### config.mk
export PLATFORM = sky130hd
export DESIGN_NAME = uart_rx_cfg
export DESIGN_NICKNAME = d
export VERILOG_FILES = /design/src/rtl/uart_rx_cfg.sv
export SDC_FILE = /design/constraint.sdc
export NUM_CORES = 1
export LEC_CHECK = 0
export BUFFER_PORTS_ARGS = -buffer_cell sky130_fd_sc_hd__buf_2
export CAP_MARGIN = 40
export CORE_UTILIZATION = 32
export CTS_CLUSTER_DIAMETER = 80
export CTS_CLUSTER_SIZE = 20
export DETAILED_ROUTE_END_ITERATION = 10
export PLACE_DENSITY = 0.46
export REMOVE_ABC_BUFFERS = 1
export SLEW_MARGIN = 20
export SYNTH_ARGS = -nofsm -noshare
export SYNTH_HDL_FRONTEND = slang
export SYNTH_SLANG_ARGS = --single-unit
### constraint.sdc
create_clock -name CLK -period 6.2 [get_ports CLK]
set_clock_uncertainty 0.1 [all_clocks]
set_input_delay 1.55 -clock CLK [delete_from_list [all_inputs] [get_ports CLK]]
set_output_delay 1.55 -clock CLK [all_outputs]
set_load 0.05 [all_outputs]
### src/rtl/uart_rx_cfg.sv
// Oversampled UART receiver: configurable width, prescale, parity and stop bits, 3-sample vote.
// Define UART_RX_BREAK_DETECT_EN to add the BRK_DET output and the post-break idle lockout.
module uart_rx_cfg #(
  parameter int unsigned DATA_WIDTH   = 8,
  parameter int unsigned PRESCALE_MAX = 32
) (
  input  logic                  CLK,
  input  logic                  RST_n,
  input  logic                  RX_IN,
  input  logic [5:0]            Prescale,
  input  logic                  PAR_EN,
  input  logic                  PAR_TYP,
  input  logic                  STOP2,
  output logic [DATA_WIDTH-1:0] P_DATA,
  output logic                  DATA_Valid,
  output logic                  PAR_ERR,
  output logic                  STP_ERR,
`ifdef UART_RX_BREAK_DETECT_EN
  output logic                  BRK_DET,
`endif
  output logic                  BUSY
);
  localparam int unsigned CW = $clog2(PRESCALE_MAX);

  typedef enum logic [2:0] {StIdle, StStart, StData, StParity, StStop} state_e;

  state_e                state_q;
  logic [1:0]            sync_q;
  logic                  rx_s;
  logic [CW-1:0]         edge_cnt_q, pm1_q, half_q;
  logic [3:0]            bit_cnt_q;
  logic [DATA_WIDTH-1:0] shift_q;
  logic [2:0]            samp_q;
  logic                  par_en_q, par_typ_q, stop2_q, par_err_q, stp_err_q;
  logic [6:0]            ps_even, ps_clamp;
  logic                  at_end, at_dec, vote, last_stop, stp_bad;
  logic                  unused_ps;
`ifdef UART_RX_BREAK_DETECT_EN
  logic                  brk_ok_q, brk_wait_q, brk_now;
`endif

  assign unused_ps = Prescale[0];
  assign rx_s      = sync_q[1];

  always_comb begin
    ps_even  = {1'b0, Prescale[5:1], 1'b0};
    ps_clamp = ps_even;
    if (ps_even < 7'd8) begin
      ps_clamp = 7'd8;
    end else if (ps_even > 7'(PRESCALE_MAX)) begin
      ps_clamp = 7'(PRESCALE_MAX);
    end
  end

  assign at_end    = (edge_cnt_q == pm1_q);
  assign at_dec    = (edge_cnt_q == half_q + CW'(2));
  assign vote      = (samp_q[0] & samp_q[1]) | (samp_q[0] & samp_q[2]) | (samp_q[1] & samp_q[2]);
  // bit_cnt counts stop bits in StStop; the final one is index STOP2
  assign last_stop = (bit_cnt_q[0] == stop2_q);
  assign stp_bad   = stp_err_q | ~vote;
`ifdef UART_RX_BREAK_DETECT_EN
  assign brk_now   = brk_ok_q & (bit_cnt_q[0] | ~vote);
`endif

  always_ff @(posedge CLK or negedge RST_n) begin
    if (!RST_n) begin
      state_q    <= StIdle;
      sync_q     <= 2'b11;
      edge_cnt_q <= '0;
      pm1_q      <= '0;
      half_q     <= '0;
      bit_cnt_q  <= '0;
      shift_q    <= '0;
      samp_q     <= '0;
      par_en_q   <= 1'b0;
      par_typ_q  <= 1'b0;
      stop2_q    <= 1'b0;
      par_err_q  <= 1'b0;
      stp_err_q  <= 1'b0;
      P_DATA     <= '0;
      DATA_Valid <= 1'b0;
      PAR_ERR    <= 1'b0;
      STP_ERR    <= 1'b0;
      BUSY       <= 1'b0;
`ifdef UART_RX_BREAK_DETECT_EN
      BRK_DET    <= 1'b0;
      brk_ok_q   <= 1'b0;
      brk_wait_q <= 1'b0;
`endif
    end else begin
      sync_q     <= {sync_q[0], RX_IN};
      DATA_Valid <= 1'b0;
      PAR_ERR    <= 1'b0;
      STP_ERR    <= 1'b0;
`ifdef UART_RX_BREAK_DETECT_EN
      BRK_DET    <= 1'b0;
`endif
      if (state_q != StIdle) begin
        edge_cnt_q <= at_end ? '0 : edge_cnt_q + CW'(1);
        if (edge_cnt_q == half_q - CW'(1)) samp_q[0] <= rx_s;
        if (edge_cnt_q == half_q)          samp_q[1] <= rx_s;
        if (edge_cnt_q == half_q + CW'(1)) samp_q[2] <= rx_s;
      end
      unique case (state_q)
        StIdle: begin
`ifdef UART_RX_BREAK_DETECT_EN
          if (brk_wait_q) begin
            if (!rx_s) begin
              edge_cnt_q <= '0;
            end else if (at_end) begin
              brk_wait_q <= 1'b0;
              edge_cnt_q <= '0;
            end else begin
              edge_cnt_q <= edge_cnt_q + CW'(1);
            end
          end else
`endif
          if (!rx_s) begin
            state_q    <= StStart;
            edge_cnt_q <= '0;
            bit_cnt_q  <= '0;
            pm1_q      <= CW'(ps_clamp - 7'd1);
            half_q     <= CW'(ps_clamp >> 1);
            par_en_q   <= PAR_EN;
            par_typ_q  <= PAR_TYP;
            stop2_q    <= STOP2;
            par_err_q  <= 1'b0;
            stp_err_q  <= 1'b0;
            BUSY       <= 1'b1;
`ifdef UART_RX_BREAK_DETECT_EN
            brk_ok_q   <= 1'b1;
`endif
          end
        end
        StStart: begin
          if (at_dec && vote) begin
            state_q <= StIdle;
            BUSY    <= 1'b0;
          end else if (at_end) begin
            state_q   <= StData;
            bit_cnt_q <= '0;
          end
        end
        StData: begin
          if (at_dec) begin
            shift_q <= {vote, shift_q[DATA_WIDTH-1:1]};
`ifdef UART_RX_BREAK_DETECT_EN
            brk_ok_q <= brk_ok_q & ~vote;
`endif
          end
          if (at_end) begin
            if (bit_cnt_q == 4'(DATA_WIDTH - 1)) begin
              state_q   <= par_en_q ? StParity : StStop;
              bit_cnt_q <= '0;
            end else begin
              bit_cnt_q <= bit_cnt_q + 4'd1;
            end
          end
        end
        StParity: begin
          if (at_dec) begin
            par_err_q <= vote ^ (^shift_q) ^ par_typ_q;
`ifdef UART_RX_BREAK_DETECT_EN
            brk_ok_q  <= brk_ok_q & ~vote;
`endif
          end
          if (at_end) begin
            state_q   <= StStop;
            bit_cnt_q <= '0;
          end
        end
        StStop: begin
          if (at_dec) begin
            if (last_stop) begin
              // Leave mid-bit so a start edge right after the stop bit is not missed
`ifdef UART_RX_BREAK_DETECT_EN
              if (brk_now) begin
                BRK_DET    <= 1'b1;
                PAR_ERR    <= par_err_q;
                brk_wait_q <= 1'b1;
                edge_cnt_q <= '0;
              end else
`endif
              if (par_err_q || stp_bad) begin
                PAR_ERR <= par_err_q;
                STP_ERR <= stp_bad;
              end else begin
                P_DATA     <= shift_q;
                DATA_Valid <= 1'b1;
              end
              state_q <= StIdle;
              BUSY    <= 1'b0;
            end else begin
              stp_err_q <= stp_bad;
`ifdef UART_RX_BREAK_DETECT_EN
              brk_ok_q  <= brk_ok_q & ~vote;
`endif
            end
          end else if (at_end) begin
            bit_cnt_q <= bit_cnt_q + 4'd1;
          end
        end
        default: begin
          state_q <= StIdle;
          BUSY    <= 1'b0;
        end
      endcase
    end
  end

endmodule

# Word-level counts from Yosys, hierarchy flattened
# Index checks and enable logic that the tools add are counted.
# op_classes
n_addsub,6
mul,0
div,0
magnitude_cmp,2
eq_ne,24
n_shift,0
mux,47
n_bitwise,12
n_reduce_logical,20
# op_table
op,count
$mux W4,7
$mux W3,9
$eq A5 B5 Y1,5
$ne A2 B2 Y1 const B,12
$mux W1,20
$mux W5,4
$pmux W4 S5,1
$pmux W3 S5,1
$mux W6,2
$add A5 B1 Y5 const B,2
$reduce_and A2 Y1,5
$sub A5 B1 Y5 const B,2
$reduce_and A4 Y1,2
$reduce_xor A8 Y1,1
$reduce_and A7 Y1,1
$eq A3 B2 Y1 const B,2
$gt A6 B6 Y1 const B,1
$lt A6 B4 Y1 const B,1
$reduce_and A6 Y1,1
$add A5 B2 Y5 const B,1
$reduce_and A5 Y1,1
$reduce_bool A5 Y1,1
$add A4 B1 Y4 const B,1
$eq A4 B3 Y1 const B,1
other kinds (17),27
# totals
ff_bits,52
latch_bits,0
ram_bits,0
rom_bits,0
in_bits,12
output_inout_bits,12
elab_cells,131
memories,0

# Logic depth before layout (Yosys ltp)
# Gate-level depths: netlist of run 1.
# logic_depth
word_depth,10
mapped_depth,8
mapped_depth_nobuf,7

# Worst setup path before layout of run 1
# OpenSTA, ideal clock, no wires.
# synth_path
path_type,reg-to-reg
start,reg half_q[2]
end,reg P_DATA[0]
setup_ps,125
arrival_ps,2322
required_time_ps,5975
path_slack_ps,3653
stages_incl_launch_ff,9
path_buffers,1
synth_period_minus_slack_ps,2547
cell_sequence,dfrtp_1 > buf_2 > inv_1 > ha_1 > xor2_1 > nor4b_4 > nand3_4 > nor4_4 > mux2_2
# synth_via
elab_chain_len,3
# synth_lines
item,line_no,source
start: declaration,30,"logic [CW-1:0] edge_cnt_q, pm1_q, half_q;"
start signal: assignment,123,half_q <= CW'(ps_clamp >> 1);
$add A5 B2 Y5,56,assign at_dec = (edge_cnt_q == half_q + CW'(2));
$eq A5 B5 Y1,56,
$reduce_and A4 Y1 (no line),-,
end signal: assignment,188,P_DATA <= shift_q;
end: declaration,14,"output logic [DATA_WIDTH-1:0] P_DATA,"
# No other way between the ends.
# A chain may end at the register's enable or synchronous reset.

# Worst setup path in the final report of run 1
# layout_path
start,reg half_q[2]
end,reg P_DATA[7]
# Same word-level chain as after synthesis.

==> results.toml, run 1 <==
[timing]
worst_pin_slew_ps = 781.7
fmax_mhz = 340.2
drv_slew = 0
fin_crit_ps = 2939
hold_viol = 0
final.setup.worst_slack_ps = 3261
setup_viol = 0
setup-tns-final_ps = 0
hold_slack_ps = 262.0
rsz0062_at_grt = "false"
max_slew_margin_pct = 47.49
post-route-period-util_pct = 47.40

[clock_network]
numCtsBuffers = 5
ctsResizeCount = 0
cts_tree = "done"
cts_hold_buf = 0
clockBufferDepth = 2
clk_transition_reported_paths_ps = 100
worstSkewPairLatency_ps = 310
cts.sinks = 52
root_buffer = "clkbuf_8"
htreeDepth = 2
postCtsSetupRepairBufs = 0

[setup_path]
r2r_cells = 7
crit-reg2reg-launch = "half_q[2]"
reg2reg_to = "P_DATA[7]"
path_class = "flop to flop"
cp-start-kind = "flop"
end_kind = "flop"
worst-r2r-setup-slack_ps = 3260
cp_max_fo = 11
required_ps = 6290
cp.arrival_ps = 3030

[die]
dieArea_um2 = 9643
die_y_um = 98.20
die_w_um = 98.20
start_util_pct = 33.47
core-area_um2 = 8848
fp-row-count = 34
io_pins = 24

[cells_and_area]
final_area_um2 = 3237
layout_commonest_cell = "dfrtp_1"
mostFrequentLayoutCells = "50 x dfrtp_1, 31 x nand2_1, 22 x buf_2"
antennaDiodeCount = 0
drive_above_1_share_pct = 21.52
fillers = 912
areaGrowthSynthToFinish_pct = 9.294
multi_input_area_um2 = 1553
final_nets = 321
regArea_um2 = 1304

[min_path]
hold_path_class = "flop to flop"
hold_end = "sync_q[1]"
hold_path_depth = 0
hp-start = "sync_q[0]"

[route]
drc = 0
vias_per_cell = 5.063
drt-pass1-iter-count = 6
vias = 2076
drt_iter0_markers = 100
ant_nets = 0
post_drt_wl_per_cell_um = 14.97
finalWirelength_um = 6138

[power_and_ir_drop]
power.density_nw_per_um2 = 412.4
comb_power_share_pct = 44.1
seq_power_share_pct = 41.0
clockPowerShare_pct = 14.9
leakage_nw = 1.454
swShare_pct = 44.10
intPower_uw = 746.1
p_switching_uw = 588.7
vdd_drop_max_uv = 145.9

[placed_design]
routabilityCongestion = 0.7601
post-dp-hpwl_um = 4405
port_buffers = 22
dpl_cell_area_um2 = 3147
dp_slack_ps = 3226

[yosys]
synth_top_area_cell = "dfrtp_1"
ys_ff_latch = 52
synth_top_cell_area_share_pct = 42.25
synth_ff_type = "dfrtp_1"
synth_enable_flop_cells = 0
yosys_warnings = 0
netlist_instances = 285
synth_area_per_cell_um2 = 10.39
syn_area_um2 = 2962
ys_types = 58
yosysSeqAreaShare_pct = 44.02
async_flop_share_pct = 100.0
ys_top_cells_by_area = "dfrtp_1 42%, mux2_2 8.0%, xor2_1 5.0%, nand2_1 3.9%, xnor2_1 3.5%"

[grt]
grt_antenna_before_repair = 0
grtUsageTotal_pct = 13.84
grt_pass1_vias = 2018
grt_start_max_net_pins = 53
grt_pass1_wl_um = 10560
overflow = 0

[job]
cap_violations = 0

[outcome]
status = "complete, no violations"
## Yosys cell counts, types with 2 or more instances
cell type  instances
nor2b_1            5
xnor2_1           12
nand3b_1           3
and2_1             2
xor2_1            17
o31ai_1            2
nand4_1            3
ha_1               8
buf_2              2
mux2_2            21
or4_1              3
a211oi_1           2
dfrtp_1           50
nor2_1            15
inv_1              8
dfstp_2            2
nand2b_1           7
o21ai_0           14
a21oi_1            7
nand3_1            9
buf_6              2
a31oi_1            4
or3_1              3
xnor2_2            2
nand2_1           31
nor3b_1            3
nor3_1             6
nor4_1             2
a21boi_0           2
clkbuf_1          10
## stage by stage
| stage | utilization (%) | total power, mW | std cells |
|---|---|---|---|
| floorplan | - | 0.9887 | 270 |
| finish | 36.58 | 1.335 | 410 |
| CTS | 36.58 | 1.354 | 410 |
| detailed placement | 35.56 | 1.149 | 402 |
| global placement | 35.48 | 1.140 | 401 |
| global route | 36.58 | 1.451 | 410 |
## kinds of logic after synthesis
logic type | after synthesis | synth area share [%]
AND/OR/NAND/NOR | 102 | 19.73
adder cells (fa/ha/maj) | 9 | 3.718
buffers and inverters | 23 | 3.549
XOR/XNOR | 32 | 10.43
flip-flops | 52 | 44.02
multiplexers | 22 | 8.323
AO/OA/AOI/OAI | 45 | 10.22
## power by group through the flow
stage / clock, mW / sequential, mW / combinational (mW)
final: 0.199 / 0.547 / 0.589
after global routing: 0.226 / 0.564 / 0.661
after CTS: 0.210 / 0.549 / 0.595
after detailed placement: 0 / 0.555 / 0.595
after global placement: 0 / 0.556 / 0.585
after floorplan: 0 / 0.525 / 0.464
## metal layers
metal  global-route usage [%]  part of all wire, %
met1                    20.50                   51
met2                    20.86                   45
met4                    2.411                 0.51
met5                        0                    0
met3                    3.078                  3.7
## state kept, by name, summed over array words and instances, names as in the netlist
| register | cells |
|---|---|
| state_q | 3 |
| samp_q | 3 |
| stp_err_q | 1 |
| PAR_ERR | 1 |
| par_typ_q | 1 |
| par_en_q | 1 |
| P_DATA | 8 |
| STP_ERR | 1 |
| shift_q | 8 |
| pm1_q | 5 |
| half_q | 5 |
| edge_cnt_q | 5 |
| par_err_q | 1 |
| sync_q | 2 |
| stop2_q | 1 |
| DATA_Valid | 1 |
| bit_cnt_q | 4 |
| BUSY | 1 |
## layout make-up
| class | count | area share, % |
|---|---|---|
| tap | 108 | 4.175 |
| timing repair buffer | 24 | 3.865 |
| clock inverter | 3 | 0.6571 |
| inverter | 8 | 0.9277 |
| sequential | 52 | 40.28 |
| clock buffer | 5 | 2.126 |
| multi-input combinational | 210 | 47.97 |
## worst max path at each step
| stage | cells past startpoint | slack [ps] | end | start |
|---|---|---|---|---|
| after global routing | 7 | 2960 | P_DATA[3] | half_q[2] |
| after global placement | 7 | 3250 | P_DATA[3] | half_q[2] |
| after floorplan | 7 | 3640 | P_DATA[0] | half_q[2] |
| after CTS | 7 | 3210 | P_DATA[7] | half_q[2] |
| after detailed placement | 7 | 3230 | P_DATA[3] | half_q[2] |
| final | 7 | 3260 | P_DATA[7] | half_q[2] |
## critical path, cell delays in order, from the launching register on
cell and delay (ps):
dfrtp_1 560, inv_1 130, ha_1 310, xor2_1 170, nor4b_4 510, nand3_4 180
nor4_4 470, mux2_2 390
(Power assumes the default switching activity.)
==> inputs of run 2 (changes only) <==
==> constraint.sdc (replaced) <==
create_clock -name CLK -period 2.8 [get_ports CLK]
set_clock_uncertainty 0.1 [all_clocks]
set_input_delay 0.7 -clock CLK [delete_from_list [all_inputs] [get_ports CLK]]
set_output_delay 0.7 -clock CLK [all_outputs]
set_load 0.05 [all_outputs]
==> run 2 against run 1 <==
Net effect:
- utilization is 1.2 points higher
- non-clock buffer count is 10 higher
- cell count is 2.4% higher
- maximum frequency is 11% higher
- register-to-register slack worse by 3100 ps
- clock power is 130% higher
- global-route usage hardly changed
- via count is 1.3% higher
- worst hold slack better by 5.8 ps
- routed wire length is 1.2% higher
==> results.toml, run 2 (synthesis results as in run 1) <==
[route]
ant_nets = 0
vias_per_cell = 5.007
drt-pass1-iter-count = 6
drc = 0
post_drt_wl_per_cell_um = 14.80
drt_iter0_markers = 49
vias = 2103
finalWirelength_um = 6214

[setup_path]
reg2reg_to = "shift_q[5]"
worst-r2r-setup-slack_ps = 150
path_cells = "inv_1 -> ha_1 -> xor2_1 -> nor4b_4 -> nand2_1 -> nor3_4 -> buf_12 -> mux2_2"
slowest_delay_ps = 490
required_ps = 2910
cp.arrival_ps = 2750
path_class = "flop to flop"
cp_max_fo = 8
end_kind = "flop"
slowest_stage = "dfrtp_1"
cp-start-kind = "flop"
r2r_cells = 8
crit-reg2reg-launch = "half_q[1]"

[clock_network]
cts_tree = "done"
ctsResizeCount = 0
cts.sinks = 52
clockBufferDepth = 2
cts_hold_buf = 0
worstSkewPairLatency_ps = 310
clk_transition_reported_paths_ps = 110
postCtsSetupRepairBufs = 0
htreeDepth = 2
numCtsBuffers = 5
root_buffer = "clkbuf_8"

[grt]
grt_antenna_before_repair = 0
grt_pass1_vias = 2110
grt_pass1_wl_um = 10720
grt_start_max_net_pins = 32
overflow = 0
grtUsageTotal_pct = 13.88

[die]
fp-row-count = 34
dieArea_um2 = 9643
die_y_um = 98.20
die_w_um = 98.20
core-area_um2 = 8848
io_pins = 24
start_util_pct = 33.47

[cells_and_area]
reg.largest.list = "P_DATA x8, shift_q x8"
areaGrowthSynthToFinish_pct = 12.80
fillers = 893
mostFrequentLayoutCells = "50 x dfrtp_1, 31 x nand2_1, 22 x buf_2"
final_nets = 331
antennaDiodeCount = 0
drive_above_1_share_pct = 24.04
layout_commonest_cell = "dfrtp_1"

[timing]
max_slew_margin_pct = 61.84
setup_viol = 0
worst_pin_slew_ps = 572.4
setup-tns-final_ps = 0
hold_viol = 0
rsz0062_at_grt = "false"
fmax_mhz = 377.8
drv_slew = 0
fin_crit_ps = 2647
post-route-period-util_pct = 94.54

[power_and_ir_drop]
vdd_drop_max_uv = 366.1
power.density_nw_per_um2 = 912.2
total_power_mw = 3.048
leakage_nw = 1.513

[placed_design]
routabilityCongestion = 0.7299
post-dp-hpwl_um = 4652
port_buffers = 22

[outcome]
status = "complete, no violations"

[min_path]
hold_path_class = "input port to asynchronous set/reset pin"

[job]
cap_violations = 0
==> run 2: worst max path at each step <==
stage	start	endpoint	cells past startpoint
after floorplan	half_q[2]	P_DATA[0]	7
after CTS	half_q[1]	shift_q[5]	8
after global routing	half_q[1]	P_DATA[7]	8
after global placement	half_q[1]	shift_q[3]	8
final	half_q[1]	shift_q[5]	8
after detailed placement	half_q[1]	P_DATA[1]	8
==> run 2: report_power, final <==
part           leakage, nW  switching, mW  total (mW)  internal, mW
combinational        0.793          0.787        1.40         0.614
sequential           0.675          0.265        1.19         0.922
clock               0.0452          0.275       0.458         0.183
total                 1.51           1.33        3.05          1.72
==> run 2: through the flow <==
step | cell area, um2 | setup slack (ps) | hold slack [ps] | cells | utilization, %
2_1_floorplan | 2887 | 236.5 | 245.2 | 270 | -
3_3_place_gp | 3247 | 171.7 | 247.9 | 412 | 36.69
3_5_place_dp | 3247 | 139.7 | 251.9 | 412 | 36.69
4_1_cts | 3341 | 117.8 | 267.6 | 420 | 37.75
5_1_grt | 3341 | 17.04 | 275.1 | 420 | 37.75
6_report | 3341 | 152.8 | 267.8 | 420 | 37.75
==> run 2: critical path: cells and delay by family, from the launching register on <==
| kind | cells | cell delay, ps |
|---|---|---|
| XOR/XNOR | 1 | 170 |
| adder cells (fa/ha/maj) | 1 | 320 |
| buffers and inverters | 2 | 270 |
| flip-flops | 1 | 490 |
| multiplexers | 1 | 330 |
| AND/OR/NAND/NOR | 3 | 870 |
==> run 2: final cells by class <==
cell class              count  area (um2)  area share (%)
clock buffers               5       68.82           2.060
clock inverters             3       25.02          0.7491
inverters                   8       30.03          0.8989
multi-input cells         210        1553           46.48
flip-flops and latches     52        1304           39.03
well taps                 108       135.1           4.045
repair buffers             34       225.2           6.742
==> run 2: layer usage <==
metal | track usage (%) | up-vias | part of all wire [%]
met3 | 2.434 | 5 | 2.0
met4 | 2.755 | 0 | 0.79
met5 | 0 | - | 0
met2 | 21.24 | 20 | 43
li1 | - | 1054 | -
met1 | 20.57 | 1024 | 54
==> inputs of run 3 (changes only) <==
--- a/config.mk
+++ b/config.mk
@@ -11,6 +11,7 @@
 export CTS_CLUSTER_DIAMETER = 80
 export CTS_CLUSTER_SIZE = 20
 export DETAILED_ROUTE_END_ITERATION = 10
+export MAX_ROUTING_LAYER = met4
 export PLACE_DENSITY = 0.46
 export REMOVE_ABC_BUFFERS = 1
 export SLEW_MARGIN = 20
==> run 3 against run 2 <==
Net effect:
- sequential power about the same
- cell count unchanged
- highest routed layer unchanged
- total power about the same
==> results.toml, run 3 (synthesis results as in run 1) <==
[setup_path]
cp_max_fo = 8
end_kind = "flop"
r2r_cells = 8
required_ps = 2910
worst-r2r-setup-slack_ps = 150
cp.arrival_ps = 2760
cp-start-kind = "flop"
path_class = "flop to flop"

[placed_design]
placedCellCount = 412
post-dp-hpwl_um = 4652
port_buffers = 22
routabilityCongestion = 0.7387

[min_path]
hold_path_class = "input port to asynchronous set/reset pin"

[timing]
fmax_mhz = 377.5
setup-tns-final_ps = 0
setup_viol = 0
max_slew_margin_pct = 62.14
fin_crit_ps = 2649
post-route-period-util_pct = 94.61
rsz0062_at_grt = "false"
hold_slack_ps = 268.4
worst_pin_slew_ps = 567.9
drv_slew = 0
hold_viol = 0

[clock_network]
root_buffer = "clkbuf_8"
ctsResizeCount = 0
numCtsBuffers = 5
cts_hold_buf = 0
cts.sinks = 52
clk_transition_reported_paths_ps = 110
htreeDepth = 2
postCtsSetupRepairBufs = 0
worstSkewPairLatency_ps = 310
clockBufferDepth = 2
cts_tree = "done"

[route]
post_drt_wl_per_cell_um = 14.83
finalWirelength_um = 6230
vias_per_cell = 4.964
drc = 0
drt-pass1-iter-count = 6
ant_nets = 0
drt_iter0_markers = 37
vias = 2085

[grt]
grt_start_max_net_pins = 32
grt_antenna_before_repair = 0
grtUsageTotal_pct = 14.32
grt_pass1_wl_um = 10710
overflow = 0
grt_pass1_vias = 2106

[power_and_ir_drop]
vdd_drop_max_uv = 366.2
power.density_nw_per_um2 = 912.6
total_power_mw = 3.049
leakage_nw = 1.513

[die]
dieArea_um2 = 9643
core-area_um2 = 8848
die_y_um = 98.20
io_pins = 24
fp-row-count = 34
start_util_pct = 33.47
die_w_um = 98.20

[cells_and_area]
drive_above_1_share_pct = 24.04
mostFrequentLayoutCells = "50 x dfrtp_1, 31 x nand2_1, 22 x buf_2"
reg.largest.list = "P_DATA x8, shift_q x8"
layout_commonest_cell = "dfrtp_1"
antennaDiodeCount = 0
areaGrowthSynthToFinish_pct = 12.80
fin_cells = 420
final_nets = 331

[outcome]
status = "complete, no violations"

[job]
cap_violations = 0
-- run 3: cell counts in the layout (fill, tap and decap cells not counted) --
Identical to the previous run, type by type.
-- run 3: final timing paths --
check                      startpoint    endpoint
setup / recovery            half_q[1]  shift_q[5]
min in group CLK            sync_q[0]   sync_q[1]
setup reg to reg            half_q[1]  shift_q[5]
hold reg to reg             sync_q[0]   sync_q[1]
max in group asynchronous       RST_n   sync_q[0]
hold / removal                  RST_n    par_en_q
-- run 3: metal layers --
metal | vias to the layer above | wire length, um | track usage [%]
met3 | 4 | 109 | 2.649
met2 | 18 | 2705 | 21.24
met5 | - | 0 | -
li1 | 1051 | - | -
met4 | 0 | 46 | 2.755
met1 | 1012 | 3368 | 20.48
-- run 3: per-stage QoR --
step	cell area, um2	util (%)	setup WS, ps
final	3341	37.75	151.0
after detailed placement	3247	36.69	139.7
after CTS	3341	37.75	117.8
after global placement	3247	36.69	171.7
after floorplan	2887	-	236.5
after global routing	3341	37.75	14.68
-- run 3: final cells by class --
type,instances,area (um2)
clock buffers,5,68.82
clock inverters,3,25.02
fillers,893,5508
inverters,8,30.03
multi-input cells,210,1553
flip-flops and latches,52,1304
well taps,108,135.1
repair buffers,34,225.2
-- run 3: where the power goes --
group	total, mW	switching (mW)	internal, mW
logic	1.40	0.788	0.614
clock network	0.459	0.276	0.183
registers	1.19	0.265	0.922
-- run 3: critical path, cell delays in order, from the launching register on --
cell and delay [ps]:
dfrtp_1 490, inv_1 120, ha_1 320, xor2_1 170, nor4b_4 450, nand2_1 180, nor3_4 240, buf_12 150
mux2_2 330
